<file path="src/rtl/clock_gen_pkg.sv">
// Shared mode encoding and default rates for the clock enable generator.
// Defaults assume a 50 MHz system clock.
package clock_gen_pkg;

    typedef enum logic [1:0] {
        MODE_MANUAL = 2'b00,
        MODE_VLF    = 2'b01,
        MODE_LF     = 2'b10,
        MODE_HF     = 2'b11
    } clock_mode_t;

    localparam int DEFAULT_DIV_VLF         = 16_666_667;
    localparam int DEFAULT_DIV_LF          = 500_000;
    localparam int DEFAULT_DIV_HF          = 16_667;
    localparam int DEFAULT_DEBOUNCE_CYCLES = 1_000_000;

    function automatic int max3(input int a, input int b, input int c);
        int m;
        m = (a > b) ? a : b;
        return (m > c) ? m : c;
    endfunction

endpackage

</file>
<file path="src/rtl/clock_enable_generator_if.sv">
// Control and status bundle of the clock enable generator: mode request, run and
// manual key in, tick / display level / applied mode out.
interface clock_enable_generator_if;
    logic       key_manual_n;
    logic [1:0] sel;
    logic       run;
    logic       tick;
    logic       clock_out;
    logic [1:0] sel_active;

    modport master (
        output key_manual_n, sel, run,
        input  tick, clock_out, sel_active
    );

    modport slave (
        input  key_manual_n, sel, run,
        output tick, clock_out, sel_active
    );
endinterface

</file>
<file path="src/rtl/key_debouncer.sv">
// Two-flop synchroniser plus stability counter for a bouncing active-low key.
// key_pressed pulses for one cycle on the edge where the debounced level falls.
module key_debouncer #(
    parameter int DEBOUNCE_CYCLES = 1_000_000
) (
    input  logic clock_in,
    input  logic reset_n,
    input  logic key_raw_n,
    output logic key_level,
    output logic key_pressed
);

    localparam int             DB_W    = $clog2(DEBOUNCE_CYCLES);
    localparam logic [DB_W-1:0] DB_LAST = DB_W'(DEBOUNCE_CYCLES - 1);

    logic [1:0]      sync_reg;
    logic            level_reg, level_next;
    logic            pressed_reg, pressed_next;
    logic [DB_W-1:0] cnt_reg, cnt_next;

    // Any cycle where the synced level agrees with the accepted level restarts the count.
    always_comb begin
        cnt_next     = '0;
        level_next   = level_reg;
        pressed_next = 1'b0;
        if (sync_reg[1] != level_reg) begin
            if (cnt_reg == DB_LAST) begin
                level_next   = sync_reg[1];
                pressed_next = ~sync_reg[1];
            end else begin
                cnt_next = cnt_reg + 1'b1;
            end
        end
    end

    always_ff @(posedge clock_in or negedge reset_n) begin
        if (!reset_n) begin
            sync_reg    <= 2'b11;
            level_reg   <= 1'b1;
            pressed_reg <= 1'b0;
            cnt_reg     <= '0;
        end else begin
            sync_reg    <= {sync_reg[0], key_raw_n};
            level_reg   <= level_next;
            pressed_reg <= pressed_next;
            cnt_reg     <= cnt_next;
        end
    end

    assign key_level   = level_reg;
    assign key_pressed = pressed_reg;

endmodule

</file>
<file path="src/rtl/clock_enable_generator.sv">
// Single-cycle CPU clock enable from manual key or one of three rates, with
// run/halt, glitch-free mode changes and a toggling display level.
module clock_enable_generator
    import clock_gen_pkg::*;
#(
    parameter int DIV_VLF         = DEFAULT_DIV_VLF,
    parameter int DIV_LF          = DEFAULT_DIV_LF,
    parameter int DIV_HF          = DEFAULT_DIV_HF,
    parameter int DEBOUNCE_CYCLES = DEFAULT_DEBOUNCE_CYCLES
) (
    input  logic clock_in,
    input  logic reset_n,
    clock_enable_generator_if.slave ctrl
);

    localparam int              DIV_MAX  = max3(DIV_VLF, DIV_LF, DIV_HF);
    localparam int              CNT_W    = $clog2(DIV_MAX);
    localparam logic [CNT_W-1:0] LAST_VLF = CNT_W'(DIV_VLF - 1);
    localparam logic [CNT_W-1:0] LAST_LF  = CNT_W'(DIV_LF - 1);
    localparam logic [CNT_W-1:0] LAST_HF  = CNT_W'(DIV_HF - 1);

    clock_mode_t      mode_reg, mode_next, sel_req;
    logic [CNT_W-1:0] cnt_reg, cnt_next, div_last;
    logic             tick_reg, tick_next;
    logic             clock_out_reg, clock_out_next;
    logic             key_level, key_pressed;
    logic             rate_mode, rate_hit, manual_hit, switch_now;

    key_debouncer #(
        .DEBOUNCE_CYCLES (DEBOUNCE_CYCLES)
    ) u_key_debouncer (
        .clock_in    (clock_in),
        .reset_n     (reset_n),
        .key_raw_n   (ctrl.key_manual_n),
        .key_level   (key_level),
        .key_pressed (key_pressed)
    );

    assign sel_req = clock_mode_t'(ctrl.sel);

    always_comb begin
        div_last = LAST_HF;
        case (mode_reg)
            MODE_VLF: div_last = LAST_VLF;
            MODE_LF:  div_last = LAST_LF;
            default:  div_last = LAST_HF;
        endcase
    end

    // A pending switch waits for the old mode's tick unless nothing is counting,
    // so no tick interval is shorter than either mode's period.
    always_comb begin
        rate_mode      = (mode_reg != MODE_MANUAL);
        rate_hit       = rate_mode && ctrl.run && (cnt_reg == div_last);
        manual_hit     = (mode_reg == MODE_MANUAL) && key_pressed && !key_level;
        tick_next      = rate_hit || manual_hit;
        switch_now     = (sel_req != mode_reg) && (rate_hit || !rate_mode || !ctrl.run);
        mode_next      = switch_now ? sel_req : mode_reg;
        clock_out_next = clock_out_reg ^ tick_next;
        cnt_next       = cnt_reg;
        if (switch_now || rate_hit) begin
            cnt_next = '0;
        end else if (rate_mode && ctrl.run) begin
            cnt_next = cnt_reg + 1'b1;
        end
    end

    always_ff @(posedge clock_in or negedge reset_n) begin
        if (!reset_n) begin
            mode_reg      <= MODE_MANUAL;
            cnt_reg       <= '0;
            tick_reg      <= 1'b0;
            clock_out_reg <= 1'b0;
        end else begin
            mode_reg      <= mode_next;
            cnt_reg       <= cnt_next;
            tick_reg      <= tick_next;
            clock_out_reg <= clock_out_next;
        end
    end

    assign ctrl.tick       = tick_reg;
    assign ctrl.clock_out  = clock_out_reg;
    assign ctrl.sel_active = mode_reg;

endmodule
</file>
<file path="src/flat_wrapper.sv">
// flat-port wrapper written by rule: the top's interface ports become plain ports
module clock_enable_generator_flat import clock_gen_pkg::*;
#(
    parameter int DIV_VLF         = DEFAULT_DIV_VLF,
    parameter int DIV_LF          = DEFAULT_DIV_LF,
    parameter int DIV_HF          = DEFAULT_DIV_HF,
    parameter int DEBOUNCE_CYCLES = DEFAULT_DEBOUNCE_CYCLES
)
  (clock_in, reset_n, ctrl_key_manual_n, ctrl_sel, ctrl_run, ctrl_tick, ctrl_clock_out, ctrl_sel_active);
  clock_enable_generator_if ctrl_i ();
  input  logic clock_in;
  input  logic reset_n;
  input wire logic [$bits(ctrl_i.key_manual_n)-1:0] ctrl_key_manual_n;
  input wire logic [$bits(ctrl_i.sel)-1:0] ctrl_sel;
  input wire logic [$bits(ctrl_i.run)-1:0] ctrl_run;
  output wire logic [$bits(ctrl_i.tick)-1:0] ctrl_tick;
  output wire logic [$bits(ctrl_i.clock_out)-1:0] ctrl_clock_out;
  output wire logic [$bits(ctrl_i.sel_active)-1:0] ctrl_sel_active;
  assign ctrl_i.key_manual_n = ctrl_key_manual_n;
  assign ctrl_i.sel = ctrl_sel;
  assign ctrl_i.run = ctrl_run;
  assign ctrl_tick = ctrl_i.tick;
  assign ctrl_clock_out = ctrl_i.clock_out;
  assign ctrl_sel_active = ctrl_i.sel_active;
  clock_enable_generator #(.DIV_VLF(DIV_VLF), .DIV_LF(DIV_LF), .DIV_HF(DIV_HF), .DEBOUNCE_CYCLES(DEBOUNCE_CYCLES)) u_core (.clock_in(clock_in), .reset_n(reset_n), .ctrl(ctrl_i));
endmodule
</file>
<file path="config.mk">
export PLATFORM = sky130hd
export DESIGN_NAME = clock_enable_generator_flat
export DESIGN_NICKNAME = d
export VERILOG_FILES = /design/src/rtl/clock_gen_pkg.sv /design/src/rtl/clock_enable_generator_if.sv /design/src/rtl/key_debouncer.sv /design/src/rtl/clock_enable_generator.sv /design/src/flat_wrapper.sv
export SDC_FILE = /design/constraint.sdc
export NUM_CORES = 1
export LEC_CHECK = 0
export ABC_AREA = 1
export CORE_UTILIZATION = 55
export DETAILED_ROUTE_END_ITERATION = 16
export GPL_TIMING_DRIVEN = 0
export PLACE_DENSITY = 0.79
export SYNTH_ARGS = -nofsm -noshare
export SYNTH_HDL_FRONTEND = slang
export SYNTH_SLANG_ARGS = --single-unit
</file>
<file path="constraint.sdc">
create_clock -name clock_in -period 2.4 [get_ports clock_in]
set_input_delay 0.6 -clock clock_in [delete_from_list [all_inputs] [get_ports clock_in]]
set_output_delay 0.6 -clock clock_in [all_outputs]
set_load 0.1 [all_outputs]
</file>
# Word level (Yosys, flattened, before mapping)
# Index checks and enable logic that the tools add are counted.
[op_classes]
n_addsub = 2
multipliers = 0
div = 0
magnitude_cmp = 0
n_eq_ne = 6
shift = 0
muxes = 7
bitwise = 2
n_reduce_logical = 16
[op_table]
columns = ["cell", "count"]
rows = [
  ["$mux 24", 2],
  ["$pmux 24 s2", 1],
  ["$mux 20", 2],
  ["$add 24x1->24 const B", 1],
  ["$eq 24x24->1", 1],
  ["$add 20x1->20 const B", 1],
  ["$eq 20x20->1 const B", 1],
  ["$logic_and 1x1->1", 5],
  ["$logic_or 1x1->1", 4],
  ["$reduce_bool 2->1", 2],
  ["$logic_not 1->1", 3],
  ["$eq 2x1->1 const B", 1],
  ["$eq 2x2->1 const B", 1],
  ["$logic_not 2->1", 1],
  ["$mux 1", 2],
  ["$ne 2x2->1", 1],
  ["$reduce_and 2->1", 1],
  ["$ne 1x1->1", 1],
  ["$not 1->1", 1],
  ["$xor 1x1->1", 1],
]
[totals]
ff_bits = 52
latchBits = 0
ramBits = 0
rom_bits = 0
output_inout_bits = 4
word_cells = 41
n_memories = 0

# Depth between registers and ports, before layout
# Gate-level depths: netlist of the first run.
[depth]
depth_word = 9
ltp_mapped = 11
ltp_nobuf = 11

# Modules after synthesis
# Synthesis of the first run repeated with hierarchy kept, for this count alone.
[hier_totals]
cells_unflattened = 488
hier_area_um2 = 3538.4
[by_module_without_submodules]
columns = ["module", "instances", "cells_each", "area_per_inst_um2", "seq_area_each_um2"]
rows = [
  ["clock_enable_generator", 1, 324, 2184.6, 700.7],
  ["key_debouncer", 1, 164, 1353.8, 604.3],
]

# Worst setup path before layout of the first run
# No wires, ideal clock.
[synth_path]
path_kind = "reg2reg"
start = "reg u_core.mode_reg[0] (netlist: u_core.ctrl.sel_active[0])"
end = "reg u_core.cnt_reg[4]"
setup_ns = 0.122
arrival_ns = 2.189
t_required_ns = 2.278
slack_ns = 0.089
stages_incl_launch_ff = 10
n_path_buf = 0
cell_sequence = "dfrtp_1 inv_1 ha_1 nor2_1 inv_1 nand3_2 nand2_1 nor2_1 xor2_1 nor2_1"
[synth_between]
elab_chain_len = 9
[synth_lines]
columns = ["element", "line_no", "text"]
rows = [
  ["start: declaration", "clock_enable_generator.sv:22", "clock_mode_t mode_reg, mode_next, sel_req;"],
  ["start signal: assignment", "clock_enable_generator.sv:75", "mode_reg <= mode_next;"],
  ["$eq 2x2->1 / $eq 2x1->1 (equally long branches)", "clock_enable_generator.sv:43", "case (mode_reg)"],
  ["$pmux 24 s2", "clock_enable_generator.sv:43", ""],
  ["$eq 24x24->1", "clock_enable_generator.sv:54", "rate_hit = rate_mode && ctrl.run && (cnt_reg == div_last);"],
  ["$logic_and 1x1->1", "clock_enable_generator.sv:54", ""],
  ["$logic_or 1x1->1 (2 in a row)", "clock_enable_generator.sv:57", "switch_now = (sel_req != mode_reg) && (rate_hit || !rate_mode || !ctrl.run);"],
  ["$logic_and 1x1->1", "clock_enable_generator.sv:57", ""],
  ["$logic_or 1x1->1", "clock_enable_generator.sv:61", "if (switch_now || rate_hit) begin"],
  ["$mux 24 / $reduce_bool 2->1 (equally long branches)", "n/a", ""],
  ["end signal: assignment", "clock_enable_generator.sv:76", "cnt_reg <= cnt_next;"],
  ["end: declaration", "clock_enable_generator.sv:23", "logic [CNT_W-1:0] cnt_reg, cnt_next, div_last;"],
]
# Parallel ways exist; a longest one is shown, timed or not.
# A chain may end at the register's enable or synchronous reset.

# Worst setup path in the final report of the first run
[layout_path]
start = "reg u_core.mode_reg[1] (netlist: u_core.ctrl.sel_active[1])"
end = "out ctrl_sel_active[1]"
[layout_rtl]
columns = ["element", "line_no", "text"]
rows = [
  ["end: declaration", "flat_wrapper.sv:18", "output wire logic [$bits(ctrl_i.sel_active)-1:0] ctrl_sel_active;"],
]
# No word-level cell between the ends.

==> results.yml, run 1 <==
run_status:
  outcome: "finished, final reports clean"
synthesis:
  synth_cell_types: 30
  synthAdderAreaFrac_pct: 1.970
  synth-compound-area-share_pct: 2.837
  syn-mean-instance-area_um2: 6.934
  synth_edf_count: 0
  yosys-top-cells-area: "dfrtp_1, nand2_1, nor2_1"
  synth-simple-area-share_pct: 39.52
  netlist.area_leader.share_pct: 38.61
  yosysSeqAreaShare_pct: 41.10
  synthCells: 458
  synth_mux_area_share_pct: 0
  ys_top_cells_by_count: "nand2_1, nor2_1, inv_1, dfrtp_1, nand3_1"
  ys.flop_type: "dfrtp_1"
  synth_top_family_by_area: "simple AND/OR/NAND/NOR gates"
  syn-num-nets: 469
  ys_ff_latch: 52
  yosys.area.top_type: "dfrtp_1"
  ys_warn_count: 0
  async_flop_share_pct: 100.0
  synthXorXnorAreaFrac_pct: 7.171
  post-synth-top-count-cell: "nand2_1"
  synthesis.area_um2: 3176
cts:
  clkTransAtPathRegs_ps: 100
  cts_sinks: 52
  cts_made_buffers: 5
  tritoncts: "done"
  cts.path.max_buffers: 2
  cts_root_buf: "clkbuf_8"
  htreeDepth: 2
  insertion_delay_ps: 310
  cts_setup_buffers: 0
worst_setup_path:
  r2r-start: "u_core.ctrl.sel_active[1]"
  path_max_fanout: 4
  cp-end-kind: "output port"
  path_cells: "dlygate4sd2_1"
  setup.worst_path.start: "u_core.ctrl.sel_active[1]"
  start_kind: "flip-flop"
  crit_family: "buffers and inverters"
  crit_buf_inv: 1
  cpMaxStageDelayCell: "dlygate4sd2_1"
  cp.required_ps: 1800
  slowest_delay_ps: 870
  critPathKind: "reg -> out"
  cp_data_arrival_time_ps: 1610
die:
  design.core.area_um2: 5540
  pin_count: 10
  rows: 27
  chipWidth_um: 77.99
  die_area_um2: 6082
  initial_core_util_pct: 57.32
  die_h_um: 77.99
global_route:
  grt_max_degree: 31
  grt_pass1_vias: 2734
  grt_pass1_wl_mm: 12.45
  antenna_found_initial: 0
  grt-ovfl-total: 0
  grt_use_total_pct: 26.21
timing:
  worst_slack_ps: 188.7
  rsz0062_at_grt: "no"
  tns_ps: 0
  fin_crit_sh_pct: 92.14
  finClkSkew_ps: 8.331
  setup_violations: 0
  post-route-min-period_ps: 2211
  relSlewSlack_pct: 35.30
  slew_viol_final: 0
  worst_pin_slew_ps: 969.0
  holdWs_ps: 254.3
  hold_viol: 0
  max_freq_mhz: 452.2
placement:
  dpl.hpwl_mm: 5.467
  numPortBuffers: 9
  pre_cts_ws_ps: 128.2
  gp_congestion: 0.9018
  dpl_cell_area_um2: 3371
finish:
  final_layout_size_suffix_gt1_share_pct: 5.672
  fillCellCount: 514
  largest_reg_flops: 24
  n_antenna_cell: 0
  fin_nets: 486
  area_growth_pct: 9.062
  fin_area_um2: 3463
job:
  drv_cap: 0
route:
  drc: 0
  antenna_left: 0
  avgViaCountPerCell: 5.106
  drt-initial-drc-count: 206
  wl_per_cell_um: 12.94
  via_count: 2798
  first_pass_iters: 4
  wl_mm: 7.093
power_and_ir_drop:
  p_leak_nw: 1.624
  peakVddDrop_uv: 373.8
  p_per_area_nw_per_um2: 485.5
hold_path:
  holdCritPathClass: "in -> async"
==> cell usage in the layout, fill, tap and decap left out, types with 2 or more instances in the layout <==
cell type	instances
a21oi_1	4
buf_2	3
clkbuf_8	6
clkdlybuf4s50_1	4
dfrtp_1	49
dfstp_2	3
dlygate4sd2_1	3
ha_1	5
inv_1	54
inv_2	2
nand2_1	135
nand2_2	2
nand3_1	44
nand3_2	3
nand4_1	5
nor2_1	98
nor2_2	3
nor3_1	6
o21a_1	2
o21ai_0	4
xnor2_1	9
xor2_1	17
==> metal layers <==
metal	share of wire (%)	global-route usage (%)
met1	49	35.86
met3	3.6	4.118
met2	46	42.65
met5	0	0
met4	1.2	8.148
==> metrics by stage <==
stage | std cells | utilization (%) | power, W
2_1_floorplan | 458 | - | 0.001090
3_3_place_gp | 539 | 60.57 | 0.001167
3_5_place_dp | 540 | 60.84 | 0.001176
4_1_cts | 548 | 62.47 | 0.001694
5_1_grt | 548 | 62.51 | 0.001758
6_report | 548 | 62.51 | 0.001681
==> cell families after synthesis <==
logic type | Yosys count
compound gates | 14
xor+xnor | 26
simple gates | 301
buf+inv | 60
flops | 52
fa+ha+maj | 5
==> worst paths after layout <==
kind / end / slack (ps) / cells after the start
hold reg to reg: u_core.u_key_debouncer.sync_reg[1] / 370 / 0
min in group clock_in: u_core.u_key_debouncer.sync_reg[1] / 370 / 0
setup reg to reg: u_core.cnt_reg[15] / 370 / 10
max in group asynchronous: u_core.u_key_debouncer.sync_reg[1] / 1540 / 2
hold / removal: u_core.u_key_debouncer.cnt_reg[15] / 250 / 1
setup / recovery: ctrl_sel_active[1] / 190 / 1
==> layout make-up <==
| class | count | area [um2] | share of cell area, % |
|---|---|---|---|
| Multi-Input combinational cell | 346 | 1635 | 47.22 |
| Sequential cell | 52 | 1305 | 37.68 |
| Inverter | 57 | 214.0 | 6.178 |
| Timing Repair Buffer | 10 | 103.9 | 2.999 |
| Tap cell | 72 | 90.09 | 2.601 |
| Clock buffer | 7 | 86.33 | 2.493 |
| Buffer | 3 | 21.27 | 0.6142 |
| Clock inverter | 1 | 7.507 | 0.2168 |
==> repair_timing <==
item	CTS	global route
endpoints found under the setup margin	3	1
gates cloned	0	0
hold buffers	0	0
gates resized for setup	3	1
endpoints found under the hold margin	0	0
==> power breakdown <==
part | internal (W) | leakage [nW] | switching (W) | total (W)
sequential | 0.000896 | 0.708 | 0.0000282 | 0.000924
clock | 0.000235 | 0.0445 | 0.000291 | 0.000526
combinational | 0.0000635 | 0.871 | 0.000167 | 0.000231
total | 0.00119 | 1.62 | 0.000487 | 0.00168
Note: power is estimated with default switching activity, not from simulation.
==> run 2, diff against run 1 <==
ABC_CLOCK_PERIOD_IN_PS = 2400   (was not set)
==> results of run 2 <==
No change in the layout: final DEF, timing and power equal those of run 1.
